==> config.mk <==
export PLATFORM = sky130hd
export DESIGN_NAME = hazard_ctrl_param_flat
export DESIGN_NICKNAME = d
export VERILOG_FILES = /design/src/rtl/hazard_ctrl_param_if.sv /design/src/rtl/hazard_ctrl_param.sv /design/src/flat_wrapper.sv
export SDC_FILE = /design/constraint.sdc
export NUM_CORES = 1
export LEC_CHECK = 0
export ABC_AREA = 1
export CORE_MARGIN = 8
export CORE_UTILIZATION = 51
export CTS_CLUSTER_DIAMETER = 40
export CTS_CLUSTER_SIZE = 30
export DETAILED_ROUTE_END_ITERATION = 8
export GPL_TIMING_DRIVEN = 0
export PLACE_DENSITY = 0.83
export SYNTH_ARGS = -nofsm -noshare
export SYNTH_HDL_FRONTEND = slang
export SYNTH_SLANG_ARGS = --single-unit
==> constraint.sdc <==
create_clock -name clk -period 4.4 [get_ports clk]
set_clock_uncertainty 0.05 [all_clocks]
set_input_delay 1.1 -clock clk [delete_from_list [all_inputs] [get_ports clk]]
set_output_delay 1.1 -clock clk [all_outputs]
set_load 0.01 [all_outputs]
==> src/rtl/hazard_ctrl_param_if.sv <==
// Datapath <-> hazard controller bundle: hazard-detection inputs, latch control and debug/perf outputs.
interface hazard_ctrl_param_if #(
    parameter int NLATCH = 5,
    parameter int REGW   = 5,
    parameter int CNTW   = 16
);
    logic [REGW-1:0]   rs_id;
    logic [REGW-1:0]   rt_id;
    logic              rs_used;
    logic              rt_used;
    logic              memread_ex;
    logic [REGW-1:0]   wsel_ex;
    logic              branch_taken;
    logic [1:0]        jump_sel;
    logic              ihit;
    logic              dmemreq;
    logic              dhit;
    logic [NLATCH-1:0] freeze;
    logic [NLATCH-1:0] flush;
    logic [1:0]        hz_state;
    logic [CNTW-1:0]   stall_cnt;
    logic [CNTW-1:0]   flush_cnt;

    modport master (
        output rs_id, rt_id, rs_used, rt_used, memread_ex, wsel_ex,
               branch_taken, jump_sel, ihit, dmemreq, dhit,
        input  freeze, flush, hz_state, stall_cnt, flush_cnt
    );

    modport slave (
        input  rs_id, rt_id, rs_used, rt_used, memread_ex, wsel_ex,
               branch_taken, jump_sel, ihit, dmemreq, dhit,
        output freeze, flush, hz_state, stall_cnt, flush_cnt
    );
endinterface

==> src/rtl/hazard_ctrl_param.sv <==
// Pipeline hazard controller: per-latch freeze/flush for load-use, redirect and memory-wait stalls,
// with a small FSM for multi-cycle stalls and saturating stall/flush counters.
module hazard_ctrl_param #(
    parameter int NLATCH   = 5,
    parameter int REGW     = 5,
    parameter int LOAD_LAT = 1,
    parameter int CNTW     = 16
) (
    input  logic               clk,
    input  logic               rst,
    hazard_ctrl_param_if.slave hz
);
    localparam logic [1:0] RUN     = 2'd0;
    localparam logic [1:0] LDSTALL = 2'd1;
    localparam logic [1:0] DWAIT   = 2'd2;
    localparam logic [2:0] LAT_INIT = 3'(LOAD_LAT - 1);

    logic [1:0]      state_reg, state_next;
    logic [1:0]      resume_reg, resume_next;
    logic [2:0]      ctr_reg, ctr_next;
    logic [CNTW-1:0] stall_cnt_reg, flush_cnt_reg;

    logic [1:0] eff_state;
    logic       dep, redirect, dwait;
    logic       redirect_evt;
    logic [4:0] frz_base, fls_base;

    assign dep = hz.memread_ex && (hz.wsel_ex != '0) &&
                 ((hz.rs_used && (hz.rs_id == hz.wsel_ex)) ||
                  (hz.rt_used && (hz.rt_id == hz.wsel_ex)));
    assign redirect = hz.branch_taken || (hz.jump_sel == 2'd1) || (hz.jump_sel == 2'd2);
    assign dwait    = hz.dmemreq && !hz.dhit;

    // Once the data wait releases, decode as if still in the state that was interrupted.
    assign eff_state = (state_reg == DWAIT) ? resume_reg : state_reg;

    always_comb begin
        state_next   = state_reg;
        resume_next  = resume_reg;
        ctr_next     = ctr_reg;
        frz_base     = 5'b00000;
        fls_base     = 5'b00000;
        redirect_evt = 1'b0;
        if (dwait) begin
            frz_base    = 5'b01111;
            fls_base    = 5'b10000;
            state_next  = DWAIT;
            resume_next = eff_state;
        end else if (redirect) begin
            // Consumer is on the wrong path, so any pending load-use stall is dropped.
            fls_base     = 5'b00110;
            redirect_evt = 1'b1;
            state_next   = RUN;
            ctr_next     = 3'd0;
        end else if (eff_state == LDSTALL) begin
            frz_base = 5'b00011;
            fls_base = 5'b00100;
            if (ctr_reg <= 3'd1) begin
                state_next = RUN;
                ctr_next   = 3'd0;
            end else begin
                state_next = LDSTALL;
                ctr_next   = ctr_reg - 3'd1;
            end
        end else if (dep) begin
            frz_base = 5'b00011;
            fls_base = 5'b00100;
            if (LOAD_LAT > 1) begin
                state_next = LDSTALL;
                ctr_next   = LAT_INIT;
            end else begin
                state_next = RUN;
            end
        end else begin
            state_next = RUN;
            if (!hz.ihit) begin
                frz_base = 5'b00001;
                fls_base = 5'b00010;
            end
        end
    end

    // Latches beyond MEM/WB mirror the MEM/WB controls.
    generate
        for (genvar gi = 0; gi < NLATCH; gi++) begin : g_latch
            if (gi < 5) begin : g_core
                assign hz.freeze[gi] = !rst && frz_base[gi];
                assign hz.flush[gi]  = !rst && fls_base[gi];
            end else begin : g_tail
                assign hz.freeze[gi] = !rst && frz_base[4];
                assign hz.flush[gi]  = !rst && fls_base[4];
            end
        end
    endgenerate

    always_ff @(posedge clk) begin
        if (rst) begin
            state_reg     <= RUN;
            resume_reg    <= RUN;
            ctr_reg       <= 3'd0;
            stall_cnt_reg <= '0;
            flush_cnt_reg <= '0;
        end else begin
            state_reg  <= state_next;
            resume_reg <= resume_next;
            ctr_reg    <= ctr_next;
            if ((|frz_base) && (stall_cnt_reg != '1))
                stall_cnt_reg <= stall_cnt_reg + CNTW'(1);
            if (redirect_evt && (flush_cnt_reg != '1))
                flush_cnt_reg <= flush_cnt_reg + CNTW'(1);
        end
    end

    assign hz.hz_state  = state_reg;
    assign hz.stall_cnt = stall_cnt_reg;
    assign hz.flush_cnt = flush_cnt_reg;
endmodule

==> src/flat_wrapper.sv <==
// flat-port wrapper written by rule: the top's interface ports become plain ports
module hazard_ctrl_param_flat 
#(
    parameter int NLATCH   = 5,
    parameter int REGW     = 5,
    parameter int LOAD_LAT = 1,
    parameter int CNTW     = 16
)
  (clk, rst, hz_rs_id, hz_rt_id, hz_rs_used, hz_rt_used, hz_memread_ex, hz_wsel_ex, hz_branch_taken, hz_jump_sel, hz_ihit, hz_dmemreq, hz_dhit, hz_freeze, hz_flush, hz_hz_state, hz_stall_cnt, hz_flush_cnt);
  hazard_ctrl_param_if #(.NLATCH(NLATCH), .REGW(REGW), .CNTW(CNTW)) hz_i ();
  input  logic clk;
  input  logic rst;
  input wire logic [$bits(hz_i.rs_id)-1:0] hz_rs_id;
  input wire logic [$bits(hz_i.rt_id)-1:0] hz_rt_id;
  input wire logic [$bits(hz_i.rs_used)-1:0] hz_rs_used;
  input wire logic [$bits(hz_i.rt_used)-1:0] hz_rt_used;
  input wire logic [$bits(hz_i.memread_ex)-1:0] hz_memread_ex;
  input wire logic [$bits(hz_i.wsel_ex)-1:0] hz_wsel_ex;
  input wire logic [$bits(hz_i.branch_taken)-1:0] hz_branch_taken;
  input wire logic [$bits(hz_i.jump_sel)-1:0] hz_jump_sel;
  input wire logic [$bits(hz_i.ihit)-1:0] hz_ihit;
  input wire logic [$bits(hz_i.dmemreq)-1:0] hz_dmemreq;
  input wire logic [$bits(hz_i.dhit)-1:0] hz_dhit;
  output wire logic [$bits(hz_i.freeze)-1:0] hz_freeze;
  output wire logic [$bits(hz_i.flush)-1:0] hz_flush;
  output wire logic [$bits(hz_i.hz_state)-1:0] hz_hz_state;
  output wire logic [$bits(hz_i.stall_cnt)-1:0] hz_stall_cnt;
  output wire logic [$bits(hz_i.flush_cnt)-1:0] hz_flush_cnt;
  assign hz_i.rs_id = hz_rs_id;
  assign hz_i.rt_id = hz_rt_id;
  assign hz_i.rs_used = hz_rs_used;
  assign hz_i.rt_used = hz_rt_used;
  assign hz_i.memread_ex = hz_memread_ex;
  assign hz_i.wsel_ex = hz_wsel_ex;
  assign hz_i.branch_taken = hz_branch_taken;
  assign hz_i.jump_sel = hz_jump_sel;
  assign hz_i.ihit = hz_ihit;
  assign hz_i.dmemreq = hz_dmemreq;
  assign hz_i.dhit = hz_dhit;
  assign hz_freeze = hz_i.freeze;
  assign hz_flush = hz_i.flush;
  assign hz_hz_state = hz_i.hz_state;
  assign hz_stall_cnt = hz_i.stall_cnt;
  assign hz_flush_cnt = hz_i.flush_cnt;
  hazard_ctrl_param #(.NLATCH(NLATCH), .REGW(REGW), .LOAD_LAT(LOAD_LAT), .CNTW(CNTW)) u_core (.clk(clk), .rst(rst), .hz(hz_i));
endmodule
# After elaboration in Yosys (flattened, before gate mapping)
# Cells that the tools add are included.
# totals
inputBits,26
out_inout_bits,44
wordCells,67
regBits,39
# op_classes
order_cmp,1
bitwise,2
reduce_logical,27
muxes,20
eq_ne,8
addsub,3
# ops
operator,n
$mux W5,8
$add A16 B1 Y16 const B,2
$ne A16 B16 Y1 const B,2
$logic_and A1 B1 Y1,17
$eq A5 B5 Y1,2
$mux W3,3
$mux W2,4
$mux W1,5
$reduce_bool A5 Y1,1
$reduce_or A5 Y1,1
$eq A2 B1 Y1 const B,2
$eq A2 B2 Y1 const B,2
$reduce_or A4 Y1,1
$le A3 B1 Y1 const B,1
$logic_or A1 B1 Y1,3
$sub A3 B1 Y3 const B,1
$logic_not A1 Y1,2
$not A1 Y1,2
$reduce_and A2 Y1,1
$reduce_bool A2 Y1,1

# Longest topological paths before layout
# logic_depth
depth_word,10
ltp_mapped,14
ltp_nobuf,13

# Least setup slack after synthesis
# Ideal clock, no wire load.
# synth_path
path_type,input to output
startpoint,input hz_wsel_ex[2]
endpoint,output hz_freeze[0]
t_arrival_ns,1.960
stages,11
setup_slack_ns,1.290
n_path_buf,0
required_ns,3.250
path_cell_list,inv_1 -> nor2_1 -> nor2_1 -> nand3_1 -> nand2_1 -> nand2_1 -> nand2_1 -> nand2_1 -> nand2_1 -> inv_1 -> a21oi_1
# synth_via
elab_chain_len,9
word_cells_on_any_way,13
classes_between,eq/ne: 2; mux: 4; reduce/logical: 7
# synth_lines
item,line_no,rtl
from (decl),flat_wrapper.sv:18,input wire logic [$bits(hz_i.wsel_ex)-1:0] hz_wsel_ex;
"$eq A5 B5 Y1, on equally long branches","hazard_ctrl_param.sv:29, hazard_ctrl_param.sv:30",
"$logic_and A1 B1 Y1, on equally long branches","hazard_ctrl_param.sv:29, hazard_ctrl_param.sv:30",
$logic_or A1 B1 Y1,hazard_ctrl_param.sv:29,((hz.rs_used && (hz.rs_id == hz.wsel_ex)) ||
$logic_and A1 B1 Y1 *,hazard_ctrl_param.sv:28,assign dep = hz.memread_ex && (hz.wsel_ex != '0) &&
$mux W5 *,hazard_ctrl_param.sv:65,end else if (dep) begin
$mux W5 *,hazard_ctrl_param.sv:55,end else if (eff_state == LDSTALL) begin
$mux W5 *,hazard_ctrl_param.sv:49,end else if (redirect) begin
$mux W5 *,hazard_ctrl_param.sv:44,if (dwait) begin
$logic_and A1 B1 Y1 *,hazard_ctrl_param.sv:87,assign hz.freeze[gi] = !rst && frz_base[gi];
to (decl),flat_wrapper.sv:24,output wire logic [$bits(hz_i.freeze)-1:0] hz_freeze;
# Every way passes the cells marked *; elsewhere a longest branch is shown, timed or not.

# Worst setup path in the final report
# layout_path
startpoint,input hz_wsel_ex[4]
endpoint,output hz_freeze[1]
# Same word-level chain as after synthesis.

==> flow_metrics.env <==
export IMPL_status="finished, final reports clean"
export IMPL_multi_input_area_mm2=0.00138
export IMPL_worstHoldStart="u_core.resume_reg[1]"
export IMPL_synthDistinctLibCells=37
export IMPL_synth_top_area_share_pct=32.2
export IMPL_combPwrFrac_pct=16.2
export IMPL_hold_path_endpoint="u_core.resume_reg[1]"
export IMPL_grt_first_pass_wirelength_um=10400
export IMPL_synth_mux_area_share_pct=0
export IMPL_dr_pass1_iters=6
export IMPL_cts_buffer_depth=2
export IMPL_whs_path_depth=2
export IMPL_cts_clk_slew_worst_paths_ps=80
export IMPL_synth_simple_gate_area_share_pct=36.0
export IMPL_core_mm2=0.00466
export IMPL_dp_cells=491
export IMPL_drt_iter0_markers=162
export IMPL_fin_cells=498
export IMPL_hold_ws_ps=414
export IMPL_maxSlewViolCount=0
export IMPL_clk_latency_ps=290
export IMPL_setup_tns_ps=0
export IMPL_critPathCaptureType="primary output"
export IMPL_stdcell_area_mm2=0.00324
export IMPL_antenna_found_initial=0
export IMPL_final_fill_count=427
export IMPL_worstPathArrival_ps=3040
export IMPL_cts_max_level=2
export IMPL_maxSlewHeadroom_pct=65.8
export IMPL_p_sw_uw=196
export IMPL_yosys_warnings=0
export IMPL_crit_required_ps=3250
export IMPL_synth_top_family_by_area="simple AND/OR/NAND/NOR gates"
export IMPL_dieWidth_um=84.9
export IMPL_crit_type="in2out"
export IMPL_tightestPinTransition_ps=513
export IMPL_viasPerCell=5.07
export IMPL_die_area_mm2=0.00721
export IMPL_power_frac_seq_pct=49.8
export IMPL_avgSynthCellArea_um2=6.54
export IMPL_start_util_pct=51.9
export IMPL_pin_count=70
export IMPL_clock_fmax_ghz=0.238
export IMPL_regArea_um2=781
export IMPL_cts_sinks=39
export IMPL_ant_nets=0
export IMPL_tritoncts="built"
export IMPL_period_minus_slack_ps=4190
export IMPL_synthAdderAreaFrac_pct=2.07
export IMPL_synthToLayoutAreaGrowth_pct=33.7
export IMPL_pwr_density_cell_mw_per_mm2=227
export IMPL_drc=0
export IMPL_pwr_share_clk_pct=34.0
export IMPL_internal_power_uw=540
export IMPL_startpoint_type="primary input"
export IMPL_nets=474
export IMPL_synth_largest_area_cell="dfxtp_1"
export IMPL_io_buffers=65
export IMPL_r2r_end="u_core.hz.stall_cnt[5]"
export IMPL_diodes=0
export IMPL_path_max_fanout=4
export IMPL_fp_dieH_um=84.9
export IMPL_hold_class="reg2reg"
export IMPL_ir_worst_vdd_mv=0.218
export IMPL_maxCapViolCount=0
export IMPL_vias=2526
export IMPL_row_count=25
export IMPL_grt_pass1_vias=2522
export IMPL_grt_overflow=0
export IMPL_wl_per_cell_um=12.4
export IMPL_root_buffer="clkbuf_8"
export IMPL_grt_max_degree=12
export IMPL_hold_viol_final=0
export IMPL_gp_congestion=0.845
export IMPL_drt_wl_total_um=6190
export IMPL_swShare_pct=26.6
export IMPL_period_share_pct=95.3
export IMPL_dpl_hpwl_um=4860
export IMPL_grt_usage_pct=17.2
export IMPL_synth_area_mm2=0.00242
export IMPL_setup_viol=0
export IMPL_total_power_uw=736
export IMPL_rsz0062_at_grt="false"
export IMPL_yosys_top_cells_area="dfxtp_1 32%, nand2_1 14%, a21oi_1 7.4%"
export IMPL_synth_compound_area_share_pct=12.2
export IMPL_leakage_nw=1.31
export IMPL_r2r_start="u_core.hz.stall_cnt[0]"
export IMPL_worstRegToRegCells=12
export IMPL_yosys_area_share_xor_xnor_pct=6.15
export IMPL_synth_cells=370
export IMPL_yosysSeqAreaShare_pct=32.2
export IMPL_cts_buffers=5
export IMPL_r2r_slack_ps=2390
export IMPL_drive_above_1_share_pct=6.98
export IMPL_ys_seq_elements=39
export IMPL_place_area_mm2=0.00315
[placed cells by master (no fill, tap or decap), types with 6 or more instances in the layout]
| cell | n |
|---|---|
| a21oi_1 | 36 |
| clkbuf_8 | 6 |
| buf_4 | 6 |
| nand2_1 | 91 |
| nor2_1 | 35 |
| clkdlybuf4s50_1 | 64 |
| inv_1 | 47 |
| nor3_1 | 8 |
| dfxtp_1 | 39 |
| o21ai_0 | 16 |
| xor2_1 | 12 |
| nand3_1 | 32 |
[synthesized netlist by cell type (all sizes together)]
library cell / count
a211oi: 1
a21oi: 36
a31oi: 1
and3: 3
buf: 8
clkbuf: 4
clkinv: 1
conb: 1
dfxtp: 39
ha: 4
inv: 50
nand2: 95
nand3: 35
nand4: 5
nor2: 37
nor3: 10
nor3b: 2
nor4: 1
o21a: 1
o21ai: 17
o21ba: 1
or2: 1
xnor2: 5
xor2: 12
[how the worst max path moves through the flow]
stage	startpoint	endpoint	cells after the start	slack [ps]
after floorplan	hz_wsel_ex[2]	hz_freeze[0]	11	1290
after detailed placement	hz_wsel_ex[4]	hz_freeze[0]	14	160
final	hz_wsel_ex[4]	hz_freeze[1]	14	210
after CTS	hz_wsel_ex[4]	hz_freeze[0]	14	160
after global routing	hz_wsel_ex[4]	hz_freeze[1]	14	30
after global placement	hz_wsel_ex[4]	hz_freeze[0]	14	160
[per-layer routing]
| metal | share of wire [%] | up-vias | GRT usage (%) |
|---|---|---|---|
| met5 | 0 | - | 0 |
| li1 | - | 1328 | - |
| met2 | 52 | 52 | 33.0 |
| met3 | 4.2 | 11 | 4.15 |
| met4 | 1.8 | 0 | 6.31 |
| met1 | 42 | 1135 | 17.3 |
[power groups by stage]
| stage | registers (mW) | clock network, mW | logic, mW |
|---|---|---|---|
| after CTS | 0.366 | 0.252 | 0.120 |
| after detailed placement | 0.374 | 0 | 0.119 |
| after floorplan | 0.375 | 0 | 0.0649 |
| after global routing | 0.368 | 0.262 | 0.132 |
| final | 0.367 | 0.250 | 0.119 |
| after global placement | 0.374 | 0 | 0.116 |
[logic make-up after synthesis]
logic type	Yosys count
XOR/XNOR	17
flip-flops	39
adder cells (fa/ha/maj)	4
other	1
AO/OA/AOI/OAI	57
AND/OR/NAND/NOR	189
buffers and inverters	63
[critical path, cell delays in order]
cell and delay [ps]:
clkdlybuf4s50_1 520, inv_1 70, nand2_1 60, nand2_1 50, nor2_1 110, nand3_1 70, nand2_1 70, nand2_1 60
nand2_1 90, nand2_1 110, nand2_1 70, inv_1 50, nor2_1 70, clkdlybuf4s50_1 550
[repair_timing]
action	in CTS	in global routing
resized for setup	0	1
buffers inserted	0	0
endpoints found under the setup margin	0	1
hold buffers	0	0
[through the flow]
step | setup slack, ps | util [%]
global placement | 164 | 67.5
CTS | 157 | 69.4
detailed placement | 159 | 67.5
global route | 25.6 | 69.4
floorplan | 1290 | -
finish | 206 | 69.4
[layout make-up]
cell class | instances | area share [%]
buffer | 12 | 2.36
inverter | 51 | 5.99
sequential | 39 | 24.1
tap | 54 | 2.09
clock buffer | 6 | 2.55
clock inverter | 1 | 0.155
multi-input combinational | 270 | 42.6
timing repair buffer | 65 | 20.2
Power figures use the tool's default switching activity.
